--- src/rtl/mult_seq_pkg.sv ---
// Shared constants for the p18240 multiplier coprocessor: ALU opcodes,
// sequencer states and datapath widths.
package mult_seq_pkg;

   localparam int OP_W   = 16;
   localparam int PROD_W = 32;

   typedef enum logic [1:0] {
      F_A           = 2'd0,
      F_A_PLUS_B    = 2'd1,
      F_A_MINUS_B   = 2'd2,
      F_A_MINUS_B_1 = 2'd3
   } alu_op_t;

   typedef enum logic [2:0] {
      IDLE  = 3'd0,
      NEGA  = 3'd1,
      NEGB  = 3'd2,
      RUN   = 3'd3,
      FIXLO = 3'd4,
      FIXHI = 3'd5,
      DONE  = 3'd6
   } mult_state_t;

endpackage

--- src/rtl/mult_seq_alu.sv ---
// 16-bit ALU slice; c is carry-out for addition and borrow-out for subtraction.
module alu
   import mult_seq_pkg::*;
(
   input  logic [OP_W-1:0] a,
   input  logic [OP_W-1:0] b,
   input  alu_op_t         op,
   output logic [OP_W-1:0] f,
   output logic            c
);

   logic [OP_W:0] r;

   always_comb begin
      r = {1'b0, a};
      unique case (op)
         F_A:           r = {1'b0, a};
         F_A_PLUS_B:    r = {1'b0, a} + {1'b0, b};
         F_A_MINUS_B:   r = {1'b0, a} - {1'b0, b};
         F_A_MINUS_B_1: r = {1'b0, a} - {1'b0, b} - 17'd1;
         default:       r = {1'b0, a};
      endcase
   end

   assign f = r[OP_W-1:0];
   assign c = r[OP_W];

endmodule

--- src/rtl/mult_seq.sv ---
// Multi-cycle 16x16->32 sign-magnitude multiplier sequencer driving one ALU:
// negate operands, 16-step shift-add, then 32-bit negate of the result.
module mult_seq
   import mult_seq_pkg::*;
(
   input  logic              clock,
   input  logic              reset_L,
   input  logic              start,
   input  logic              is_signed,
   input  logic [OP_W-1:0]   opA,
   input  logic [OP_W-1:0]   opB,
   output logic              ready,
   output logic              done,
   output logic [PROD_W-1:0] product,
   output logic              product_zero
);

   mult_state_t     state;
   logic [OP_W-1:0] mcand;
   logic [OP_W-1:0] hi;
   logic [OP_W-1:0] lo;
   logic            sgn;
   logic            neg;
   logic            borrow;
   logic [3:0]      cnt;

   logic [OP_W-1:0] alu_a;
   logic [OP_W-1:0] alu_b;
   alu_op_t         alu_op;
   logic [OP_W-1:0] alu_f;
   logic            alu_c;

   alu u_alu (
      .a  (alu_a),
      .b  (alu_b),
      .op (alu_op),
      .f  (alu_f),
      .c  (alu_c)
   );

   // When no operation is needed the register is routed through F_A so every
   // state can load the ALU result unconditionally.
   always_comb begin
      alu_a  = '0;
      alu_b  = '0;
      alu_op = F_A;
      unique case (state)
         NEGA: begin
            if (sgn && mcand[OP_W-1]) begin
               alu_b  = mcand;
               alu_op = F_A_MINUS_B;
            end else begin
               alu_a = mcand;
            end
         end
         NEGB: begin
            if (sgn && lo[OP_W-1]) begin
               alu_b  = lo;
               alu_op = F_A_MINUS_B;
            end else begin
               alu_a = lo;
            end
         end
         RUN: begin
            alu_a  = hi;
            alu_b  = mcand;
            alu_op = lo[0] ? F_A_PLUS_B : F_A;
         end
         FIXLO: begin
            if (neg) begin
               alu_b  = lo;
               alu_op = F_A_MINUS_B;
            end else begin
               alu_a = lo;
            end
         end
         FIXHI: begin
            if (neg) begin
               alu_b  = hi;
               alu_op = borrow ? F_A_MINUS_B_1 : F_A_MINUS_B;
            end else begin
               alu_a = hi;
            end
         end
         default: begin
            alu_a  = '0;
            alu_b  = '0;
            alu_op = F_A;
         end
      endcase
   end

   always_ff @(posedge clock or negedge reset_L) begin
      if (!reset_L) begin
         state  <= IDLE;
         mcand  <= '0;
         hi     <= '0;
         lo     <= '0;
         sgn    <= 1'b0;
         neg    <= 1'b0;
         borrow <= 1'b0;
         cnt    <= '0;
         ready  <= 1'b1;
         done   <= 1'b0;
      end else begin
         done <= 1'b0;
         unique case (state)
            IDLE: begin
               if (start) begin
                  sgn    <= is_signed;
                  neg    <= is_signed & (opA[OP_W-1] ^ opB[OP_W-1]);
                  mcand  <= opA;
                  lo     <= opB;
                  hi     <= '0;
                  borrow <= 1'b0;
                  ready  <= 1'b0;
                  state  <= NEGA;
               end
            end
            NEGA: begin
               mcand <= alu_f;
               state <= NEGB;
            end
            NEGB: begin
               lo    <= alu_f;
               cnt   <= '0;
               state <= RUN;
            end
            RUN: begin
               hi  <= {alu_c, alu_f[OP_W-1:1]};
               lo  <= {alu_f[0], lo[OP_W-1:1]};
               cnt <= cnt + 4'd1;
               if (cnt == 4'd15) begin
                  state <= FIXLO;
               end
            end
            FIXLO: begin
               lo     <= alu_f;
               borrow <= alu_c;
               state  <= FIXHI;
            end
            FIXHI: begin
               hi    <= alu_f;
               done  <= 1'b1;
               state <= DONE;
            end
            DONE: begin
               ready <= 1'b1;
               state <= IDLE;
            end
            default: begin
               ready <= 1'b1;
               state <= IDLE;
            end
         endcase
      end
   end

   assign product      = {hi, lo};
   assign product_zero = (product == '0);

endmodule

--- config.mk ---
export PLATFORM = sky130hd
export DESIGN_NAME = mult_seq
export DESIGN_NICKNAME = d
export VERILOG_FILES = /design/src/rtl/mult_seq_pkg.sv /design/src/rtl/mult_seq_alu.sv /design/src/rtl/mult_seq.sv
export SDC_FILE = /design/constraint.sdc
export NUM_CORES = 1
export LEC_CHECK = 0
export ABC_AREA = 1
export CORE_AREA = 2 2 115 117
export CTS_CLUSTER_SIZE = 10
export DETAILED_ROUTE_END_ITERATION = 8
export DIE_AREA = 0 0 117 119
export HOLD_SLACK_MARGIN = 0.03
export PLACE_DENSITY_LB_ADDON = 0.12
export SLEW_MARGIN = 10
export SYNTH_ARGS = -nofsm -noshare
export SYNTH_HDL_FRONTEND = slang
export SYNTH_SLANG_ARGS = --single-unit
--- constraint.sdc ---
create_clock -name clock -period 4.43 [get_ports clock]
set_clock_uncertainty 0.1 [all_clocks]
set_input_delay 1.329 -clock clock [delete_from_list [all_inputs] [get_ports clock]]
set_output_delay 1.329 -clock clock [all_outputs]
set_load 0.005 [all_outputs]
==> out/results.env, run 1 <==
SYNTHESIZED_AREA_FRACTION_OCCUPIED_BY_XOR_AND_XNOR_CELLS=0.00667
HOLDCRITPATHCLASS='reg -> reg'
INSERTED_CLOCK_BUFFERS=9
CLKSLEWWORSTSETUPHOLDPATHS_NS=0.05
YOSYSTOPAREACELLSHARE=0.225
DRC_ERRORS=0
VIAS_IN_THE_FIRST_GLOBAL_ROUTE=6900
YS.FLOP_TYPE='sky130_fd_sc_hd__dfrtp_1'
GRT_USE_TOTAL=0.329
NETS=1202
MAX_FREQ_MHz=241
SYNTH.TOP_CELLS.BY_COUNT='sky130_fd_sc_hd__nand2_1 (300), sky130_fd_sc_hd__inv_1 (175), sky130_fd_sc_hd__nand3_1 (86)'
STATUS='completed'
PLACE_WORST_SETUP_SLACK_NS=0.184
WORST_PATH_CELL_WITH_THE_LONGEST_STAGE_DELAY='sky130_fd_sc_hd__ha_1'
SYNTH.FF_LATCH_COUNT=60
SEQUENTIAL_CELL_AREA_MM2=0.00151
FINAL-MAX-SLEW-VIOLATION-COUNT=0
POST_DRT_WL_PER_CELL_UM=17.3
LARGEST_NET_DEGREE_AT_THE_START_OF_GLOBAL_ROUTING=37
SYN_INST=1054
CTS_ROOT_BUF='sky130_fd_sc_hd__clkbuf_16'
CRITICAL_PATH.REG2REG.STARTPOINT='state[1]$_DFFE_PN0P_'
REPORT.FINAL.HOLD_VIOL_COUNT=0
FINAL_MIN_PERIOD_OVER_CLOCK_PERIOD=0.937
SYNTH.NET_COUNT=1129
HOLDPATHEND='cnt[0]$_DFFE_PN0P_'
MAX-SLEW-MARGIN-REL=0.417
DRTITER0DRC=704
SETUP_REPAIR_AFTER_GLOBAL_ROUTING_MISSED_ITS_MARGIN='no'
CRITICAL_PATH.N_BUFFERS_INVERTERS=3
GRT_FIRST_PASS_WIRELENGTH_MM=35.4
DIEAREA_MM2=0.0139
MAX_H_TREE_LEVEL=3
MAXCAPVIOLCOUNT=0
AREA_GROWTH_SYN_TO_LAYOUT_PCT=20.1
DRT_PRE_ANTENNA_ITERS=6
IOS=71
POST-SYNTH-TOP-AREA-CELL='sky130_fd_sc_hd__dfrtp_1'
ADDER_CELL_SHARE_OF_THE_SYNTHESIZED_AREA=0.0766
SYNTH_ENABLE_FLOP_CELLS=0
YOSYSWARNINGS=0
DIE-WIDTH_UM=117
YOSYSSEQAREASHARE=0.229
TIMING.REG2REG.WORST_PATH_DEPTH=25
LAYOUT_MIN_CYCLE_TIME_NS=4.15
ANTENNADIODECOUNT=0
SYNTH_AREA_IN_SIMPLE_GATES=0.341
SYNTH.MUX.AREA_FRACTION=0
GRT.OVERFLOW.TOTAL=0
CTS.SINKS=60
HOLD_START='cnt[0]$_DFFE_PN0P_'
YOSYSMOSTFREQUENTCELL='sky130_fd_sc_hd__nand2_1'
SYNTH_TOP_FAMILY_BY_AREA='simple AND/OR/NAND/NOR gates'
ROUTE.DETAILED.VIAS_PER_INST=5.68
WORST-ENDPOINT-ARRIVAL_NS=4.27
YS_ASYNC_SR_FRACTION=1.00
SYNTH_CELL_TYPE_COUNT=59
ANTENNA_VIOLATIONS_BEFORE_REPAIR=0
CP-START-KIND='flop'
ROUTE.FINAL.WIRE_LENGTH_MM=22.6
CORE.ROWCOUNT=42
TIMING_WORST_SETUP_PATH_TYPE='reg -> reg'
MULTI_INPUT_AREA_MM2=0.00423
FF_TO_FF_SETUP_SLACK_NS=0.28
TIGHTESTPINTRANSITION_NS=0.872
AREA_FRACTION_IN_COMPOUND_GATES_AFTER_SYNTHESIS=0.212
WORST_R2R_DST='hi[12]$_DFFE_PN0P_'
PLACE.GP.CONGESTION=1.00
PATH_DELAY_FAMILY='simple AND/OR/NAND/NOR gates'
CP_DATA_REQUIRED_TIME_NS=4.54
TOP_CELLS_BY_AREA_IN_THE_SYNTHESIZED_NETLIST='sky130_fd_sc_hd__dfrtp_1 (22%), sky130_fd_sc_hd__nand2_1 (17%), sky130_fd_sc_hd__inv_1 (10%)'
KIND_OF_END_POINT_OF_THE_CRITICAL_PATH='flop'
VIA_COUNT=7429
WORST_PATH_MOST_REPEATED_CELL='sky130_fd_sc_hd__nand2_1'
HPWL_MM=18.0
ROUTE.ANTENNA.REMAINING_NETS=0
FINAL_LAYOUT_SIZE_SUFFIX_GT1_FRAC=0.0866
LAYOUT.FILLER_CELLS=1287
TIMING.CRITICAL_PATH.SLOWEST_CELL_DELAY_NS=0.47
TRITONCTS='yes'
SYNTH.CELL_AREA_MM2=0.00656
INITIAL_UTILIZATION=0.510
CTSLONGESTPATHBUFFERS=2
CP_MAX_FO=9
DESIGN.CORE.AREA_MM2=0.0129
WORST_SKEW_PAIR.LATE_LATENCY_NS=0.33
HOLD_DEPTH=2
TIMING.FINAL.SETUP_VIOLATIONS=0
DIE_HEIGHT_UM=119
TNS_NS=0
AVERAGE_CELL_AREA_AFTER_SYNTHESIS_UM2=6.23
PORT_BUFFERS=70
FIN_WS_NS=0.277
routing by layer:
metal,GRT usage,share of wire,vias to the layer above
met1,0.450,0.44,3409
met3,0.0458,0.067,48
met4,0.118,0.031,0
met5,0,0,-
met2,0.527,0.46,358
li1,-,-,3614
worst register-to-register path, delay by kind of cell, from the launching register on:
| family | cells | cell delay [ns] |
|---|---|---|
| adders and majority gates | 1 | 0.47 |
| DFF | 1 | 0.46 |
| and+or+nand+nor | 19 | 2.49 |
| AOI/OAI and AO/OA | 2 | 0.17 |
| buffers and inverters | 3 | 0.34 |
how the worst max path moves through the flow:
stage / from / end / slack [ns] / cells past startpoint
finish: state[1]$_DFFE_PN0P_ / hi[12]$_DFFE_PN0P_ / 0.28 / 25
global route: state[1]$_DFFE_PN0P_ / mcand[12]$_DFFE_PN0P_ / 0.004 / 26
CTS: state[1]$_DFFE_PN0P_ / lo[10]$_DFFE_PN0P_ / 0.18 / 25
detailed placement: state[1]$_DFFE_PN0P_ / lo[10]$_DFFE_PN0P_ / 0.18 / 25
global placement: state[1]$_DFFE_PN0P_ / lo[10]$_DFFE_PN0P_ / 0.25 / 25
floorplan: state[1]$_DFFE_PN0P_ / lo[10]$_DFFE_PN0P_ / 0.23 / 27
placed cells by master (no fill, tap or decap), types with 4 or more instances in the layout:
cell type / n
sky130_fd_sc_hd__nand3_1: 86
sky130_fd_sc_hd__o221ai_1: 4
sky130_fd_sc_hd__buf_4: 27
sky130_fd_sc_hd__a221oi_1: 13
sky130_fd_sc_hd__nor2_1: 72
sky130_fd_sc_hd__inv_1: 172
sky130_fd_sc_hd__ha_2: 6
sky130_fd_sc_hd__ha_1: 31
sky130_fd_sc_hd__inv_2: 13
sky130_fd_sc_hd__nand4_1: 19
sky130_fd_sc_hd__o211ai_1: 28
sky130_fd_sc_hd__a22oi_1: 16
sky130_fd_sc_hd__nor4_1: 8
sky130_fd_sc_hd__o21ai_0: 48
sky130_fd_sc_hd__o22ai_1: 7
sky130_fd_sc_hd__clkdlybuf4s50_1: 69
sky130_fd_sc_hd__xor2_1: 4
sky130_fd_sc_hd__dfrtp_1: 57
sky130_fd_sc_hd__clkbuf_16: 9
sky130_fd_sc_hd__nor3_1: 9
sky130_fd_sc_hd__a21oi_1: 55
sky130_fd_sc_hd__nand2_1: 300
sky130_fd_sc_hd__o21ai_1: 10
sequential cells by signal, indices dropped and copies added, names as in the netlist:
register / flops
mcand: 16
cnt: 4
neg: 1
state: 3
done: 1
lo: 16
ready: 1
borrow: 1
sgn: 1
hi: 16
through the flow:
stage / cells / area, µm² / hold slack [ns] / util
CTS: 1302 / 7800 / 0.444 / 0.606
detailed placement: 1287 / 7490 / 0.424 / 0.582
global route: 1307 / 7890 / 0.452 / 0.612
finish: 1307 / 7890 / 0.444 / 0.612
floorplan: 1054 / 6560 / 0.376 / -
global placement: 1287 / 7490 / 0.420 / 0.582
logic make-up (layout without fill, tap and decap cells):
logic type / after synthesis / after routing
AO/OA/AOI/OAI: 211 / 211
AND/OR/NAND/NOR: 516 / 516
flip-flops: 60 / 60
XOR/XNOR: 5 / 5
buffers and inverters: 223 / 300
adder cells (fa/ha/maj): 39 / 39
final cells by class:
| class | instances | area share |
|---|---|---|
| Clock buffer | 12 | 0.0338 |
| Multi-Input combinational cell | 771 | 0.536 |
| Tap cell | 176 | 0.0279 |
| Inverter | 187 | 0.0890 |
| Clock inverter | 3 | 0.00571 |
| Timing Repair Buffer | 98 | 0.116 |
| Sequential cell | 60 | 0.191 |
repair_timing:
action | CTS | global route
endpoints found under the setup margin | 0 | 29
hold buffers | 0 | 0
gates resized for setup | 0 | 17
setup buffers | 0 | 5
Power of run 1 is left out: the tool's default activity adds up to more than one toggle a clock period on the data nets, which glitch-free logic cannot reach.
==> run 2: changes to the inputs <==
--- a/config.mk
+++ b/config.mk
@@ -11,7 +11,7 @@
 export DETAILED_ROUTE_END_ITERATION = 8
 export DIE_AREA = 0 0 117 119
 export HOLD_SLACK_MARGIN = 0.03
-export PLACE_DENSITY_LB_ADDON = 0.12
+export PLACE_DENSITY = 0.77
 export SLEW_MARGIN = 10
 export SYNTH_ARGS = -nofsm -noshare
 export SYNTH_HDL_FRONTEND = slang
==> run 2 against run 1 <==
  * The run now ends with design-rule violations left
  * Sequential share of layout area down 0.063 points
  * Maximum frequency down 0.50%
  * Worst setup slack worse by 0.021 ns
  * Via count up 1.7%
  * Register-to-register slack worse by 0.02 ns
  * Sequential cell count unchanged
  * Cell count up 0.31%
  * Critical path type unchanged
  * Core utilization up 0.20 points
  * Routed wire length about the same
  * Hold slack worse by 0.023 ns
  * Global-route usage up 0.71 points
  * Die area unchanged
==> out/results.env, run 2 (same netlist as run 1, synthesis figures left out) <==
CRITICAL_PATH.REG2REG.STARTPOINT='state[1]$_DFFE_PN0P_'
TIGHTESTPINTRANSITION_NS=0.775
HOLD_START='borrow$_DFFE_PN0P_'
GRT_UTIL_MET3=0.0473
ANTENNA_VIOLATIONS_BEFORE_REPAIR=0
ROUTE.ANTENNA.REMAINING_NETS=0
HPWL_MM=17.9
CTS.SINKS=60
MOSTFREQUENTLAYOUTCELL='sky130_fd_sc_hd__nand2_1'
HOLDCRITPATHCLASS='reg -> reg'
LAYOUT_MIN_CYCLE_TIME_NS=4.17
IOS=71
LARGEST_NET_DEGREE_AT_THE_START_OF_GLOBAL_ROUTING=34
WORST_PATH_CELL_WITH_THE_LONGEST_STAGE_DELAY='sky130_fd_sc_hd__fa_1'
DRC_ERRORS=1
VIA_COUNT=7554
WORST_R2R_DST='hi[10]$_DFFE_PN0P_'
STATUS='finished with violations'
NETS=1205
CP_DATA_REQUIRED_TIME_NS=4.60
AREA_GROWTH_SYN_TO_LAYOUT_PCT=20.5
MOSTFREQUENTLAYOUTCELLS='sky130_fd_sc_hd__nand2_1 (299), sky130_fd_sc_hd__inv_1 (172), sky130_fd_sc_hd__nand3_1 (86), sky130_fd_sc_hd__nor2_1 (70), sky130_fd_sc_hd__clkdlybuf4s50_1 (69)'
DRTITER0DRC=901
CLKSLEWWORSTSETUPHOLDPATHS_NS=0.06
GRT_FIRST_PASS_WIRELENGTH_MM=36.3
CP_MAX_FO=9
PORT_BUFFERS=70
PLACE.GP.CONGESTION=0.989
WORST-ENDPOINT-ARRIVAL_NS=4.34
DRT_PRE_ANTENNA_ITERS=8
INSTANCES_NO_FILL=1311
MAX_H_TREE_LEVEL=3
GRT.OVERFLOW.TOTAL=0
MAX-SLEW-MARGIN-REL=0.483
FF_TO_FF_SETUP_SLACK_NS=0.26
FINAL-MAX-SLEW-VIOLATION-COUNT=0
CTSLONGESTPATHBUFFERS=2
HOLD_DEPTH=2
CP-START-KIND='flop'
MAX_FREQ_MHz=240
VIOLATED_CHECKS='design-rule violations'
DIE_HEIGHT_UM=119
CRITICAL_PATH.N_BUFFERS_INVERTERS=5
PLACE_WORST_SETUP_SLACK_NS=0.228
PLACED_CELLS=1292
CTS_ROOT_BUF='sky130_fd_sc_hd__clkbuf_16'
DIEAREA_MM2=0.0139
PATH_DELAY_FAMILY='simple AND/OR/NAND/NOR gates'
HOLDPATHEND='borrow$_DFFE_PN0P_'
VIAS_IN_THE_FIRST_GLOBAL_ROUTE=7108
GRT_USE_TOTAL=0.336
GRT-BUSIEST-LAYER='met2'
FIN_WS_NS=0.257
ANTENNADIODECOUNT=0
KIND_OF_END_POINT_OF_THE_CRITICAL_PATH='flop'
TIMING.REG2REG.WORST_PATH_DEPTH=25
REG.LARGEST.LIST='hi: 16 flops, lo: 16 flops, mcand: 16 flops'
TIMING_WORST_SETUP_PATH_TYPE='reg -> reg'
TRITONCTS='yes'
ROUTE.DETAILED.VIAS_PER_INST=5.76
INITIAL_UTILIZATION=0.510
ROUTE.FINAL.WIRE_LENGTH_MM=22.6
FINAL_MIN_PERIOD_OVER_CLOCK_PERIOD=0.942
CORE.ROWCOUNT=42
TIMING.FINAL.SETUP_VIOLATIONS=0
REPORT.FINAL.HOLD_VIOL_COUNT=0
DIE-WIDTH_UM=117
USE_MET1=0.474
FINAL_LAYOUT_SIZE_SUFFIX_GT1_FRAC=0.0899
INSERTED_CLOCK_BUFFERS=9
WORST_SKEW_PAIR.LATE_LATENCY_NS=0.34
POST_DRT_WL_PER_CELL_UM=17.3
MAXCAPVIOLCOUNT=0
GRT.MET2_USAGE=0.531
DESIGN.CORE.AREA_MM2=0.0129
TIMING.CRITICAL_PATH.SLOWEST_CELL_DELAY_NS=0.51
[run 2: cell count changes in the layout (fill, tap and decap cells not counted), moves of 2 or more]
cell,before,now
sky130_fd_sc_hd__a21oi_2,2,4
sky130_fd_sc_hd__buf_4,27,29
sky130_fd_sc_hd__clkbuf_1,0,2
sky130_fd_sc_hd__ha_1,31,34
sky130_fd_sc_hd__ha_2,6,2
sky130_fd_sc_hd__nand2_2,3,5
sky130_fd_sc_hd__nor2_1,72,70
sky130_fd_sc_hd__nor2_2,3,5
[run 2: layout make-up]
class                           count  area [µm²]
Clock buffer                       13         260
Clock inverter                      3        45.0
Fill cell                        1252        4960
Inverter                          187         702
Multi-Input combinational cell    771        4230
Sequential cell                    60        1510
Tap cell                          176         220
Timing Repair Buffer              101         945
[run 2: metal layers]
metal | vias to the layer above | part of all wire
li1 | 3626 | -
met4 | 0 | 0.023
met2 | 405 | 0.46
met1 | 3481 | 0.42
met5 | - | 0
met3 | 42 | 0.092
[run 2: worst register-to-register path: stages, from the launching register on]
cell	delay [ns]
sky130_fd_sc_hd__dfrtp_2	0.45
sky130_fd_sc_hd__nor2_2	0.16
sky130_fd_sc_hd__nand2_2	0.11
sky130_fd_sc_hd__nor2_1	0.15
sky130_fd_sc_hd__inv_1	0.09
sky130_fd_sc_hd__nand2_4	0.12
sky130_fd_sc_hd__o2bb2ai_1	0.15
sky130_fd_sc_hd__o21ai_0	0.10
sky130_fd_sc_hd__inv_1	0.09
sky130_fd_sc_hd__ha_1	0.16
sky130_fd_sc_hd__inv_2	0.06
sky130_fd_sc_hd__fa_1	0.51
sky130_fd_sc_hd__inv_1	0.10
sky130_fd_sc_hd__ha_1	0.17
sky130_fd_sc_hd__inv_1	0.05
sky130_fd_sc_hd__nor2_2	0.14
sky130_fd_sc_hd__nand2_2	0.10
sky130_fd_sc_hd__nor2_1	0.12
sky130_fd_sc_hd__nand2_1	0.13
sky130_fd_sc_hd__nor3_4	0.27
sky130_fd_sc_hd__nand2_1	0.14
sky130_fd_sc_hd__nand2_1	0.08
sky130_fd_sc_hd__nand3_1	0.12
sky130_fd_sc_hd__a21oi_4	0.23
sky130_fd_sc_hd__nand2_1	0.11
sky130_fd_sc_hd__nand3_1	0.10
[run 2: repair_timing]
action / in CTS / in global routing
gates resized for setup: 0 / 19
hold buffers: 0 / 0
endpoints found under the setup margin: 0 / 24
setup buffers: 0 / 3
[run 2: worst max-delay path by stage]
stage,start,end,slack [ns],cells past startpoint
final,state[1]$_DFFE_PN0P_,hi[10]$_DFFE_PN0P_,0.26,25
after global placement,state[1]$_DFFE_PN0P_,hi[11]$_DFFE_PN0P_,0.32,22
after CTS,state[1]$_DFFE_PN0P_,hi[10]$_DFFE_PN0P_,0.16,25
after floorplan,state[1]$_DFFE_PN0P_,lo[10]$_DFFE_PN0P_,0.23,27
after global routing,state[1]$_DFFE_PN0P_,lo[10]$_DFFE_PN0P_,-0.02,25
after detailed placement,state[1]$_DFFE_PN0P_,mcand[12]$_DFFE_PN0P_,0.23,26
[run 2: metrics by stage]
stage                     instance area (µm²)   util  TNS [ns]  hold WS (ns)
after floorplan                          6560      -         0         0.376
after CTS                                7830  0.608         0         0.419
final                                    7910  0.614         0         0.421
after global routing                     7910  0.614   -0.0793         0.465
after detailed placement                 7530  0.585         0         0.406
after global placement                   7530  0.585         0         0.408
Power of run 2 is left out for the same reason.
